## src/rtl/rv_ctrl_pkg.sv

```systemverilog
// Shared control encodings for the RV32-subset datapath: opcodes, FSM states,
// instruction classes, ALU operation codes and fault codes.
package rv_ctrl_pkg;

  localparam logic [6:0] OP_R   = 7'b0110011;
  localparam logic [6:0] OP_BR  = 7'b1100011;
  localparam logic [6:0] OP_IMM = 7'b0010011;
  localparam logic [6:0] OP_LD  = 7'b0000011;
  localparam logic [6:0] OP_ST  = 7'b0100011;
  localparam logic [6:0] OP_LWI = 7'b0000111;

  typedef enum logic [2:0] {
    S_IDLE,
    S_FETCH,
    S_DECODE,
    S_EXEC,
    S_MEM,
    S_WB,
    S_HALT
  } state_t;

  typedef enum logic [2:0] {
    CLS_NONE,
    CLS_R,
    CLS_BR,
    CLS_IMM,
    CLS_LD,
    CLS_ST,
    CLS_LWI
  } class_t;

  localparam logic [1:0] ALUOP_ADD   = 2'd0;
  localparam logic [1:0] ALUOP_SUB   = 2'd1;
  localparam logic [1:0] ALUOP_FUNCT = 2'd2;

  localparam logic [1:0] ERR_NONE    = 2'd0;
  localparam logic [1:0] ERR_ILLEGAL = 2'd1;
  localparam logic [1:0] ERR_TIMEOUT = 2'd2;

  // CLS_NONE marks an opcode outside the supported subset.
  function automatic class_t decode_class(input logic [6:0] op);
    class_t cls;
    case (op)
      OP_R:    cls = CLS_R;
      OP_BR:   cls = CLS_BR;
      OP_IMM:  cls = CLS_IMM;
      OP_LD:   cls = CLS_LD;
      OP_ST:   cls = CLS_ST;
      OP_LWI:  cls = CLS_LWI;
      default: cls = CLS_NONE;
    endcase
    return cls;
  endfunction

endpackage

```

## src/rtl/mem_wait_timer.sv

```systemverilog
// Counts consecutive not-ready memory cycles and flags the cycle on which the
// limit is reached without the memory completing.
module mem_wait_timer #(
  parameter int WAIT_W      = 4,
  parameter int MEM_TIMEOUT = 15
) (
  input  logic clk,
  input  logic rst,
  input  logic clear,
  input  logic count,
  output logic expired
);

  localparam logic [WAIT_W-1:0] LAST_OK = WAIT_W'(MEM_TIMEOUT - 1);

  logic [WAIT_W-1:0] cnt_q, cnt_d;

  always_comb begin
    cnt_d = cnt_q;
    if (clear) begin
      cnt_d = '0;
    end else if (count) begin
      cnt_d = cnt_q + WAIT_W'(1);
    end
  end

  // A ready on the limit cycle clears instead of counting, so it never expires.
  assign expired = count && !clear && (cnt_q == LAST_OK);

  always_ff @(posedge clk) begin
    if (!rst) begin
      cnt_q <= '0;
    end else begin
      cnt_q <= cnt_d;
    end
  end

endmodule

```

## src/rtl/multicycle_sequencer.sv

```systemverilog
// Multi-cycle control FSM sharing one wait-stated memory port between
// instruction fetch and data access; counts retirements and halts on faults.
module multicycle_sequencer
  import rv_ctrl_pkg::*;
#(
  parameter int MEM_TIMEOUT = 15,
  parameter int WAIT_W      = 4,
  parameter int CNT_W       = 32
) (
  input  logic             clk,
  input  logic             rst,
  input  logic             run,
  input  logic [6:0]       opcode,
  input  logic             takebranch,
  input  logic             mem_ready,
  output logic             mem_req,
  output logic             mem_we,
  output logic             iord,
  output logic             ir_we,
  output logic             pc_we,
  output logic             pc_src,
  output logic             regwrite,
  output logic             memtoreg,
  output logic             alusrc,
  output logic [1:0]       aluop,
  output logic             halted,
  output logic [1:0]       err_code,
  output logic [CNT_W-1:0] instret
);

  state_t           state_q, state_d;
  class_t           class_q, class_d;
  logic [CNT_W-1:0] instret_q, instret_d;
  logic             halted_q, halted_d;
  logic [1:0]       err_q, err_d;
  logic             retire;
  logic             expired;

  logic req_c, we_c, irwe_c, pcwe_c, rw_c;

  mem_wait_timer #(
    .WAIT_W      (WAIT_W),
    .MEM_TIMEOUT (MEM_TIMEOUT)
  ) u_wait (
    .clk     (clk),
    .rst     (rst),
    .clear   (!req_c || mem_ready),
    .count   (req_c && !mem_ready),
    .expired (expired)
  );

  always_comb begin
    state_d   = state_q;
    class_d   = class_q;
    instret_d = instret_q;
    halted_d  = halted_q;
    err_d     = err_q;
    retire    = 1'b0;
    case (state_q)
      S_IDLE: begin
        if (run) state_d = S_FETCH;
      end
      S_FETCH: begin
        if (mem_ready) begin
          state_d = S_DECODE;
        end else if (expired) begin
          state_d  = S_HALT;
          halted_d = 1'b1;
          err_d    = ERR_TIMEOUT;
        end
      end
      S_DECODE: begin
        class_d = decode_class(opcode);
        if (class_d == CLS_NONE) begin
          state_d  = S_HALT;
          halted_d = 1'b1;
          err_d    = ERR_ILLEGAL;
        end else begin
          state_d = S_EXEC;
        end
      end
      S_EXEC: begin
        case (class_q)
          CLS_BR:         retire  = 1'b1;
          CLS_R, CLS_IMM: state_d = S_WB;
          default:        state_d = S_MEM;
        endcase
      end
      S_MEM: begin
        if (mem_ready) begin
          if (class_q == CLS_ST) retire = 1'b1;
          else                   state_d = S_WB;
        end else if (expired) begin
          state_d  = S_HALT;
          halted_d = 1'b1;
          err_d    = ERR_TIMEOUT;
        end
      end
      S_WB: begin
        retire = 1'b1;
      end
      S_HALT: begin
        state_d = S_HALT;
      end
      default: begin
        state_d = S_IDLE;
      end
    endcase
    // run is only honoured at instruction boundaries.
    if (retire) begin
      instret_d = instret_q + CNT_W'(1);
      state_d   = run ? S_FETCH : S_IDLE;
    end
  end

  always_comb begin
    req_c    = 1'b0;
    we_c     = 1'b0;
    irwe_c   = 1'b0;
    pcwe_c   = 1'b0;
    rw_c     = 1'b0;
    iord     = 1'b0;
    pc_src   = 1'b0;
    memtoreg = 1'b0;
    alusrc   = 1'b0;
    aluop    = ALUOP_ADD;
    if (state_q == S_EXEC || state_q == S_MEM) begin
      case (class_q)
        CLS_R:         aluop = ALUOP_FUNCT;
        CLS_IMM:       begin aluop = ALUOP_FUNCT; alusrc = 1'b1; end
        CLS_LD, CLS_ST: begin aluop = ALUOP_ADD; alusrc = 1'b1; end
        CLS_BR:        aluop = ALUOP_SUB;
        default:       aluop = ALUOP_ADD;
      endcase
    end
    case (state_q)
      S_FETCH: begin
        req_c = 1'b1;
        if (mem_ready) begin
          irwe_c = 1'b1;
          pcwe_c = 1'b1;
        end
      end
      S_EXEC: begin
        if (class_q == CLS_BR) begin
          pcwe_c = takebranch;
          pc_src = 1'b1;
        end
      end
      S_MEM: begin
        req_c = 1'b1;
        iord  = 1'b1;
        we_c  = (class_q == CLS_ST);
      end
      S_WB: begin
        rw_c     = 1'b1;
        memtoreg = (class_q == CLS_LD) || (class_q == CLS_LWI);
      end
      default: begin
        req_c = 1'b0;
      end
    endcase
  end

  // Strobes are suppressed combinationally so reset blocks them mid-access.
  assign mem_req  = rst && req_c;
  assign mem_we   = rst && we_c;
  assign ir_we    = rst && irwe_c;
  assign pc_we    = rst && pcwe_c;
  assign regwrite = rst && rw_c;
  assign halted   = halted_q;
  assign err_code = err_q;
  assign instret  = instret_q;

  always_ff @(posedge clk) begin
    if (!rst) begin
      state_q   <= S_IDLE;
      class_q   <= CLS_NONE;
      instret_q <= '0;
      halted_q  <= 1'b0;
      err_q     <= ERR_NONE;
    end else begin
      state_q   <= state_d;
      class_q   <= class_d;
      instret_q <= instret_d;
      halted_q  <= halted_d;
      err_q     <= err_d;
    end
  end

endmodule

```

## config.mk

```make
export PLATFORM = sky130hd
export DESIGN_NAME = multicycle_sequencer
export DESIGN_NICKNAME = d
export VERILOG_FILES = /design/src/rtl/rv_ctrl_pkg.sv /design/src/rtl/mem_wait_timer.sv /design/src/rtl/multicycle_sequencer.sv
export SDC_FILE = /design/constraint.sdc
export NUM_CORES = 1
export LEC_CHECK = 0
export CORE_MARGIN = 2
export CORE_UTILIZATION = 35
export DETAILED_ROUTE_END_ITERATION = 12
export SYNTH_ARGS = -nofsm -noshare
export SYNTH_HDL_FRONTEND = slang
export SYNTH_HIERARCHICAL = 1
export SYNTH_SLANG_ARGS = --single-unit
```

## constraint.sdc

```tcl
create_clock -name clk -period 2.9 [get_ports clk]
set_clock_uncertainty 0.15 [all_clocks]
set_input_delay 0.29 -clock clk [delete_from_list [all_inputs] [get_ports clk]]
set_output_delay 0.29 -clock clk [all_outputs]
set_load 0.01 [all_outputs]
```

**Word level (Yosys, flattened, before mapping)**

Index checks and enable logic that the tools add are counted.

- Flip-flop bits (word level): 45
- Word-level logic and storage cells: 96
- Input bits: 12

- Eq/ne operators: 26
- Reductions and logical operators: 23
- $add $sub $neg: 2
- Bitwise gates (word level): 1
- Muxes and demuxes: 38

Operator list:

| operator | number |
|---|---|
| 32-bit by 1-bit adder with 32-bit output (second input constant) | 1 |
| 3-bit two-way mux | 8 |
| 3-bit case mux with 7 select lines | 1 |
| 3-bit equality test (second input constant) | 6 |
| 1-bit two-way mux | 18 |
| 3-bit case mux with 6 select lines | 1 |
| 7-bit by 6-bit equality test with 1-bit output (second input constant) | 2 |
| 3-bit by 2-bit equality test with 1-bit output (second input constant) | 4 |
| 1-bit logical AND | 8 |
| 2-bit two-way mux | 4 |
| 2-bit case mux with 2 select lines | 2 |
| 4-bit AND reduction | 2 |
| 7-bit by 2-bit equality test with 1-bit output (second input constant) | 1 |
| 7-bit by 3-bit equality test with 1-bit output (second input constant) | 1 |
| 7-bit by 5-bit equality test with 1-bit output (second input constant) | 1 |
| 7-bit equality test (second input constant) | 1 |
| 3-bit by 1-bit equality test with 1-bit output (second input constant) | 2 |
| 3-bit logical NOT | 2 |
| 2-bit inequality test (second input constant) | 3 |
| 3-bit inequality test (second input constant) | 2 |
| 3-bit case mux with 2 select lines | 1 |
| 2-bit OR reduction | 3 |
| 4-bit by 1-bit adder with 4-bit output (second input constant) | 1 |
| 4-bit equality test (second input constant) | 1 |
| 9 further kinds | 14 |

**Longest topological paths before layout**

Gate-level depths: netlist of run 1.

- Depth in word-level cells: 12
- Gate-level depth with buffers: 12
- Gate-level depth less buffers: 10

**Hierarchy**

The synthesis of run 1 kept the hierarchy.

By module, submodules not included:

| module | area each (sq um) | instances | sequential area each (sq um) | cells each |
|---|---|---|---|---|
| multicycle_sequencer | 2,257.2 | 1 | 820.8 | 278 |
| mem_wait_timer | 209.0 | 1 | 80.1 | 22 |

**Worst setup path before layout of run 1**

No wires, ideal clock.

- Path kind: flip-flop to flip-flop
- From: register instret_q[15] (netlist: instret[15])
- To: register instret_q[28] (netlist: instret[28])
- Arrival: 1,961 ps
- Clock period less this slack: 2,182 ps
- Setup slack: 718 ps
- Stages on the path, launching flop included: 6
- Path through: dfxtp_1 > nand4_1 > or3_2 > or3_1 > or3_1 > a21oi_1

- Cells in the longest elaborated chain, start to end: 1

Ends and longest elaborated chain:

| element | RTL line | source |
|---|---|---|
| from (decl) | multicycle_sequencer.sv:33 | `logic [CNT_W-1:0] instret_q, instret_d;` |
| from (signal assigned) | multicycle_sequencer.sv:185 | `instret_q <= instret_d;` |
| 32-bit by 1-bit adder with 32-bit output | multicycle_sequencer.sv:111 | `instret_d = instret_q + CNT_W'(1);` |

No other way between the ends.
A chain may end at the register's enable or synchronous reset.

**Final worst setup path of run 1**

- From: register state_q[1]
- To: output port pc_we

- Cells in the longest elaborated chain, start to end: 3
- Elaborated cells on any way between the ends: 4
- Classes of those cells: eq/ne (2); mux (1); reduce/logical (1)

Ends and longest elaborated chain:

| element | RTL line | source |
|---|---|---|
| from (decl) | multicycle_sequencer.sv:31 | `state_t state_q, state_d;` |
| from (signal assigned) | multicycle_sequencer.sv:183 | `state_q <= state_d;` |
| 3-bit by 2-bit equality test with 1-bit output / 3-bit by 1-bit equality test with 1-bit output (equally long branches) | multicycle_sequencer.sv:136 | `case (state_q)` |
| 1-bit case mux with 2 select lines * | multicycle_sequencer.sv:136 |  |
| 1-bit logical AND * | multicycle_sequencer.sv:169 | `assign pc_we = rst && pcwe_c;` |
| to (decl) | multicycle_sequencer.sv:20 | `output logic pc_we,` |

Mark *: on every way between the ends. The rest lies on a longest branch, timed or not.

==> results of run 1 <==
-- per-layer routing --
metal  share of wire [%]  vias to the layer above  GRT usage, %
met5                   0                        -             0
met1                  52                     1068          23.3
met3                 3.3                        5          3.30
li1                    -                     1193             -
met4                 1.1                        0          4.20
met2                  44                       47          24.2
-- synth_stat cells, drive strengths merged (2+ instances only) --
cell type  instances
nand3b             5
a211oi            10
ha                 3
inv               16
a21bo              2
nor4               3
a2111oi            8
nand2             18
dfxtp             45
o21bai             3
nand2b             5
nand3             10
or3b               4
mux2i              3
and2               3
nor2              33
and3               3
and4               5
nand4             14
o21ai              7
nor3               5
xnor2             20
or3                8
o21a               2
a21oi             25
nor2b              3
buf                7
clkbuf             9
a31o               4
or2                2
-- critical path, delay by kind of cell (launching register included) --
kind,cells,cell delay (ps)
flops,1,570
simple gates,2,560
compound gates,1,160
buf+inv,1,550
-- cell usage in the layout (no fill, tap or decap), types with 3 or more instances in the layout --
cell type,count
nand3_1,10
nand2_1,18
dfxtp_1,45
buf_4,7
nand4_1,14
nor3_1,5
mux2i_1,3
a21oi_1,25
and3_1,3
clkdlybuf4s50_1,57
nor2_1,33
nor2b_1,3
and4_1,4
or3_1,7
a2111oi_0,7
clkbuf_8,7
o21bai_1,3
inv_1,16
xnor2_1,20
nand2b_1,5
ha_1,3
a211oi_1,10
o21ai_0,7
nor4_1,3
a31o_2,4
nand3b_1,5
-- logic make-up (layout without fill, tap and decap cells) --
group | after synthesis | count (layout) | share of synthesized area [%]
buffers and inverters | 33 | 89 | 5.63
xor gates and xnor gates | 20 | 20 | 7.10
adders and majority gates | 3 | 3 | 1.52
AOI/OAI and AO/OA | 69 | 69 | 19.8
muxes | 3 | 3 | 1.22
and+or+nand+nor | 127 | 127 | 28.2
DFF | 45 | 45 | 36.5
-- layout make-up --
cell class                 instances  area share, %
clock inverter                     1          0.155
timing repair buffer              64           19.3
tap                               96           3.71
multi-input combinational        222           44.1
clock buffer                       7           2.98
inverter                          17           1.97
sequential                        45           27.8
-- stage by stage --
step                      setup slack (ps)  utilization, %  cells  total power, mW
after detailed placement               287            46.1    444            0.800
after CTS                              291            47.6    452             1.24
after global placement                 439            46.1    444            0.799
final                                  315            47.6    452             1.22
after global routing                   188            47.6    452             1.28
after floorplan                        718               -    300            0.743
-- power breakdown --
| group | leakage [nW] | switching (mW) | internal [mW] | total [mW] |
|---|---|---|---|---|
| registers | 0.363 | 0.0191 | 0.628 | 0.647 |
| logic | 0.639 | 0.0708 | 0.0688 | 0.140 |
| clock network | 0.0542 | 0.213 | 0.216 | 0.428 |
-- sequential cells by signal (all words and copies together) (netlist names) --
register / flops
class_q: 3
err_code: 2
halted: 1
instret: 32
state_q: 3
u_wait/cnt_q: 4
-- worst paths after layout --
path	startpoint	end	slack (ps)	cells after the start
max	state_q[1]	pc_we	320	4
min	halted	halted	340	1
max reg2reg	state_q[1]	instret[20]	500	5
min reg2reg	halted	halted	340	1
==> qor.yml, run 1 <==
routing:
  wirelength_um: 5860
  first_iter_violations: 124
  drc_errors: 0
  via_per_inst: 5.12
  avgRoutedWirePerCell_um: 13.0
  vias: 2313
  dr.pass1.iters: 4
  ant_nets: 0
synth:
  synth_top_cell_by_area: "dfxtp_1"
  syn_inst: 300
  ys_warn_count: 6
  synth_area_um2: 2470
  synth_top_area_share_pct: 36.5
  ys_seq_area_share_pct: 36.5
  synth.ff_latch_count: 45
  synth.area.top_cells: "dfxtp_1 37%, xnor2_1 7.1%, a21oi_1 5.1%, nor2_1 5.0%, nand4_1 3.6%"
  syn-num-nets: 315
  synth.avg_cell_area_um2: 8.22
  synth_flop_cell: "dfxtp_1"
  async_flop_share_pct: 0
  synth-edff-count: 0
  ys_types: 54
floorplan:
  io_pins: 58
  die-area_um2: 7730
  core_area_um2: 6790
  initial_core_util_pct: 36.3
  die_height_um: 87.9
  die_w_um: 87.9
  fp-row-count: 30
placed_design:
  place_area_um2: 3130
  gp_congestion: 0.836
  port_buffers: 57
  hpwl_um: 4230
critical_path:
  end_kind: "output port"
  path_cells: "nand3b_1 -> or2_4 -> o21bai_1 -> clkdlybuf4s50_1"
  cp_max_fo: 22
  startpoint_type: "register"
  arrival_ps: 2140
  worstPathRequired_ps: 2460
  max_stage_delay_ps: 570
  critPathSlowestCell: "dfxtp_1"
  worstSetupPathType: "reg -> out"
sta:
  whs_ps: 344
  setup_viol: 0
  tns_ps: 0
  hold_violations: 0
  min_period_ps: 2580
  max_slew_margin_pct: 62.9
  period_share_pct: 89.1
  worstMarginPinSlew_ps: 542
  drv_slew: 0
  clock.fmax_ghz: 0.387
  rsz0062_at_grt: "no"
grt:
  grt_pass1_wl_um: 9910
  grt_overflow: 0
  grt_max_degree: 36
  track_usage_pct: 16.1
  grt_antenna_before_repair: 0
  first_global_vias: 2100
clock_tree:
  path_clk_slew_ps: 80
  cts_tree: "yes"
  cts_root_buf: "clkbuf_8"
  worstSkewPairLatency_ps: 300
  clock_sinks: 45
  cts_inserted_buffers: 5
  ctsResizeCount: 0
  max-clock-path-buffers: 2
  hold_buffers: 0
  cts_max_level: 2
  cts_setup_buffers: 0
status:
  status: "finished, final reports clean"
run:
  max_cap_viol_count: 0
pwr:
  power_density_nw_per_um2: 376
  peakVddDrop_mv: 0.177
  p_leak_nw: 1.06
finish:
  fin_nets: 370
  design_area_um2: 3240
  fill_cells: 682
  diodes: 0
  multiInputGateArea_um2: 1430
  drive_above_1_share_pct: 7.87
  area_growth_pct: 31.2
  final-seq-area_um2: 901
min_path:
  min_path_type: "reg -> reg"
No activity file was read; power rests on OpenSTA's default activity.
==> inputs of run 2 (changes only) <==
--- a/config.mk
+++ b/config.mk
@@ -5,9 +5,10 @@
 export SDC_FILE = /design/constraint.sdc
 export NUM_CORES = 1
 export LEC_CHECK = 0
-export CORE_MARGIN = 2
-export CORE_UTILIZATION = 35
+export CORE_MARGIN = 3
+export CORE_UTILIZATION = 30
 export DETAILED_ROUTE_END_ITERATION = 12
+export RECOVER_POWER = 50
 export SYNTH_ARGS = -nofsm -noshare
 export SYNTH_HDL_FRONTEND = slang
 export SYNTH_HIERARCHICAL = 1
==> run 2 against run 1 <==
Effect of this change:
- core utilization down 6.3 points
- via count fell by 0.39%
- non-clock buffer count unchanged
- largest power group unchanged
==> qor.yml, run 2 (synthesized netlist as in run 1, its figures left out) <==
finish:
  largest_reg_flops: 32  # unchanged
  area_growth_pct: 31.5
  drive_above_1_share_pct: 7.87  # unchanged
  final_common_cell: "dfxtp_1"
  fill_cells: 812  # +19%
  design_area_um2: 3240  # +0.23%
  diodes: 0  # unchanged
  final_cell_mix: "45 x dfxtp_1, 35 x dlygate4sd3_1, 33 x nor2_1, 25 x a21oi_1, 22 x clkdlybuf4s50_1"
  fin_nets: 370  # unchanged
  utilization_pct: 41.3  # -6.3 points
grt:
  met3_usage_pct: 2.81  # -0.49 points
  grt_use_met1_pct: 18.5  # -4.8 points
  grt_antenna_before_repair: 0  # unchanged
  grt_max_degree: 36  # unchanged
  grt_overflow: 0  # unchanged
  grt_pass1_wl_um: 10600  # +6.6%
  use_met2_pct: 20.9  # -3.4 points
  first_global_vias: 2179  # +3.8%
  track_usage_pct: 13.4  # -2.7 points
  grt-busiest-layer: "met2"
sta:
  tns_ps: 0  # unchanged
  worst_slack_ps: 294  # -20.8 ps
  drv_slew: 0  # unchanged
  min_period_ps: 2610  # +20.8 ps
  hold_violations: 0  # unchanged
  worstMarginPinSlew_ps: 583  # +40.9 ps
  clock.fmax_ghz: 0.384  # -0.80%
  rsz0062_at_grt: "no"
  setup_viol: 0  # unchanged
  max_slew_margin_pct: 60.1  # -2.8 points
  whs_ps: 340  # -4.65 ps
  period_share_pct: 89.9  # +0.72 points
critical_path:
  rrSetupSlack_ps: 480  # -20 ps
  end_kind: "output port"
  startpoint_type: "register"
  worstSetupPathType: "reg -> out"
  timing.rr.start: "state_q[1]"
  worstRegToRegCells: 5  # unchanged
  cp_max_fo: 22  # unchanged
  worstPathRequired_ps: 2460  # about the same
  arrival_ps: 2170  # +30 ps
  r2r-end: "instret[20]"
clock_tree:
  max-clock-path-buffers: 2  # unchanged
  hold_buffers: 0  # unchanged
  clock_sinks: 45  # unchanged
  cts_max_level: 2  # unchanged
  cts_tree: "yes"
  path_clk_slew_ps: 80  # about the same
  worstSkewPairLatency_ps: 300  # about the same
  cts_setup_buffers: 0  # unchanged
  ctsResizeCount: 0  # unchanged
  cts_inserted_buffers: 5  # unchanged
  cts_root_buf: "clkbuf_8"
min_path:
  holdPathStages: 1  # unchanged
  hp-start: "halted"
  min_path_type: "reg -> reg"
  min_to: "halted"
status:
  status: "finished, final reports clean"
routing:
  vias: 2304  # -0.39%
  drc_errors: 0  # unchanged
  avgRoutedWirePerCell_um: 13.5  # +4.1%
  dr.pass1.iters: 4  # unchanged
  first_iter_violations: 151  # +22%
  ant_nets: 0  # unchanged
  wirelength_um: 6180  # +5.5%
  via_per_inst: 5.03  # -1.7%
run:
  max_cap_viol_count: 0  # unchanged
floorplan:
  die-area_um2: 9340  # +21%
  initial_core_util_pct: 31.4  # -4.9 points
  fp-row-count: 32  # +6.7%
  io_pins: 58  # unchanged
  die_height_um: 96.7  # +9.9%
  core_area_um2: 7850  # +16%
  die_w_um: 96.7  # +9.9%
placed_design:
  dp_worst_setup_slack_ps: 260  # -27.3 ps
  place_area_um2: 3140  # +0.24%
  hpwl_um: 4490  # +6.0%
  gp_congestion: 0.791  # -5.3%
  port_buffers: 57  # unchanged
pwr:
  peakVddDrop_mv: 0.138  # -22%
  power_density_nw_per_um2: 374  # -0.32%
  p_leak_nw: 1.18  # +12%
-- run 2: changes by cell type in the layout (fill, tap and decap cells not counted) --
cell             before  now
dlygate4sd3_1         0   35
clkdlybuf4s50_1      57   22
-- run 2: how the worst max path moves through the flow --
| stage | to | start |
|---|---|---|
| 6_report | pc_we | state_q[1] |
| 5_1_grt | pc_we | state_q[1] |
| 3_3_place_gp | state_q[2] | mem_ready |
| 3_5_place_dp | state_q[2] | mem_ready |
| 4_1_cts | pc_we | state_q[1] |
| 2_1_floorplan | instret[28] | instret[15] |
-- run 2: metal layers --
layer  vias up  routed length [µm]  share of wire (%)
li1       1187                   -                  -
met1      1077                3060                 50
met2        35                2850                 46
met3         5                 226                3.7
met4         0                  41               0.66
met5         -                   0                  0
-- run 2: metrics by stage --
stage	power (mW)	instances
2_1_floorplan	0.743	300
3_3_place_gp	0.800	450
3_5_place_dp	0.801	450
4_1_cts	1.23	458
5_1_grt	1.27	458
6_report	1.21	458
-- run 2: area by class of cell --
type,count,area [µm²],share of cell area [%]
Sequential cell,45,901,27.8
Multi-Input combinational cell,222,1430,44.0
Clock inverter,1,5.00,0.154
Timing Repair Buffer,64,623,19.2
Clock buffer,7,96.3,2.97
Tap cell,102,128,3.94
Inverter,17,63.8,1.97
-- run 2: worst max-delay path: stages (launching register included) --
cell	delay [ps]
dfxtp_1	560
nand3b_1	190
or2_4	400
o21bai_1	170
clkdlybuf4s50_1	560
-- run 2: where the power goes --
part | total [mW] | internal (mW) | switching [mW]
registers | 0.641 | 0.628 | 0.0135
logic | 0.143 | 0.0683 | 0.0750
clock network | 0.429 | 0.216 | 0.214
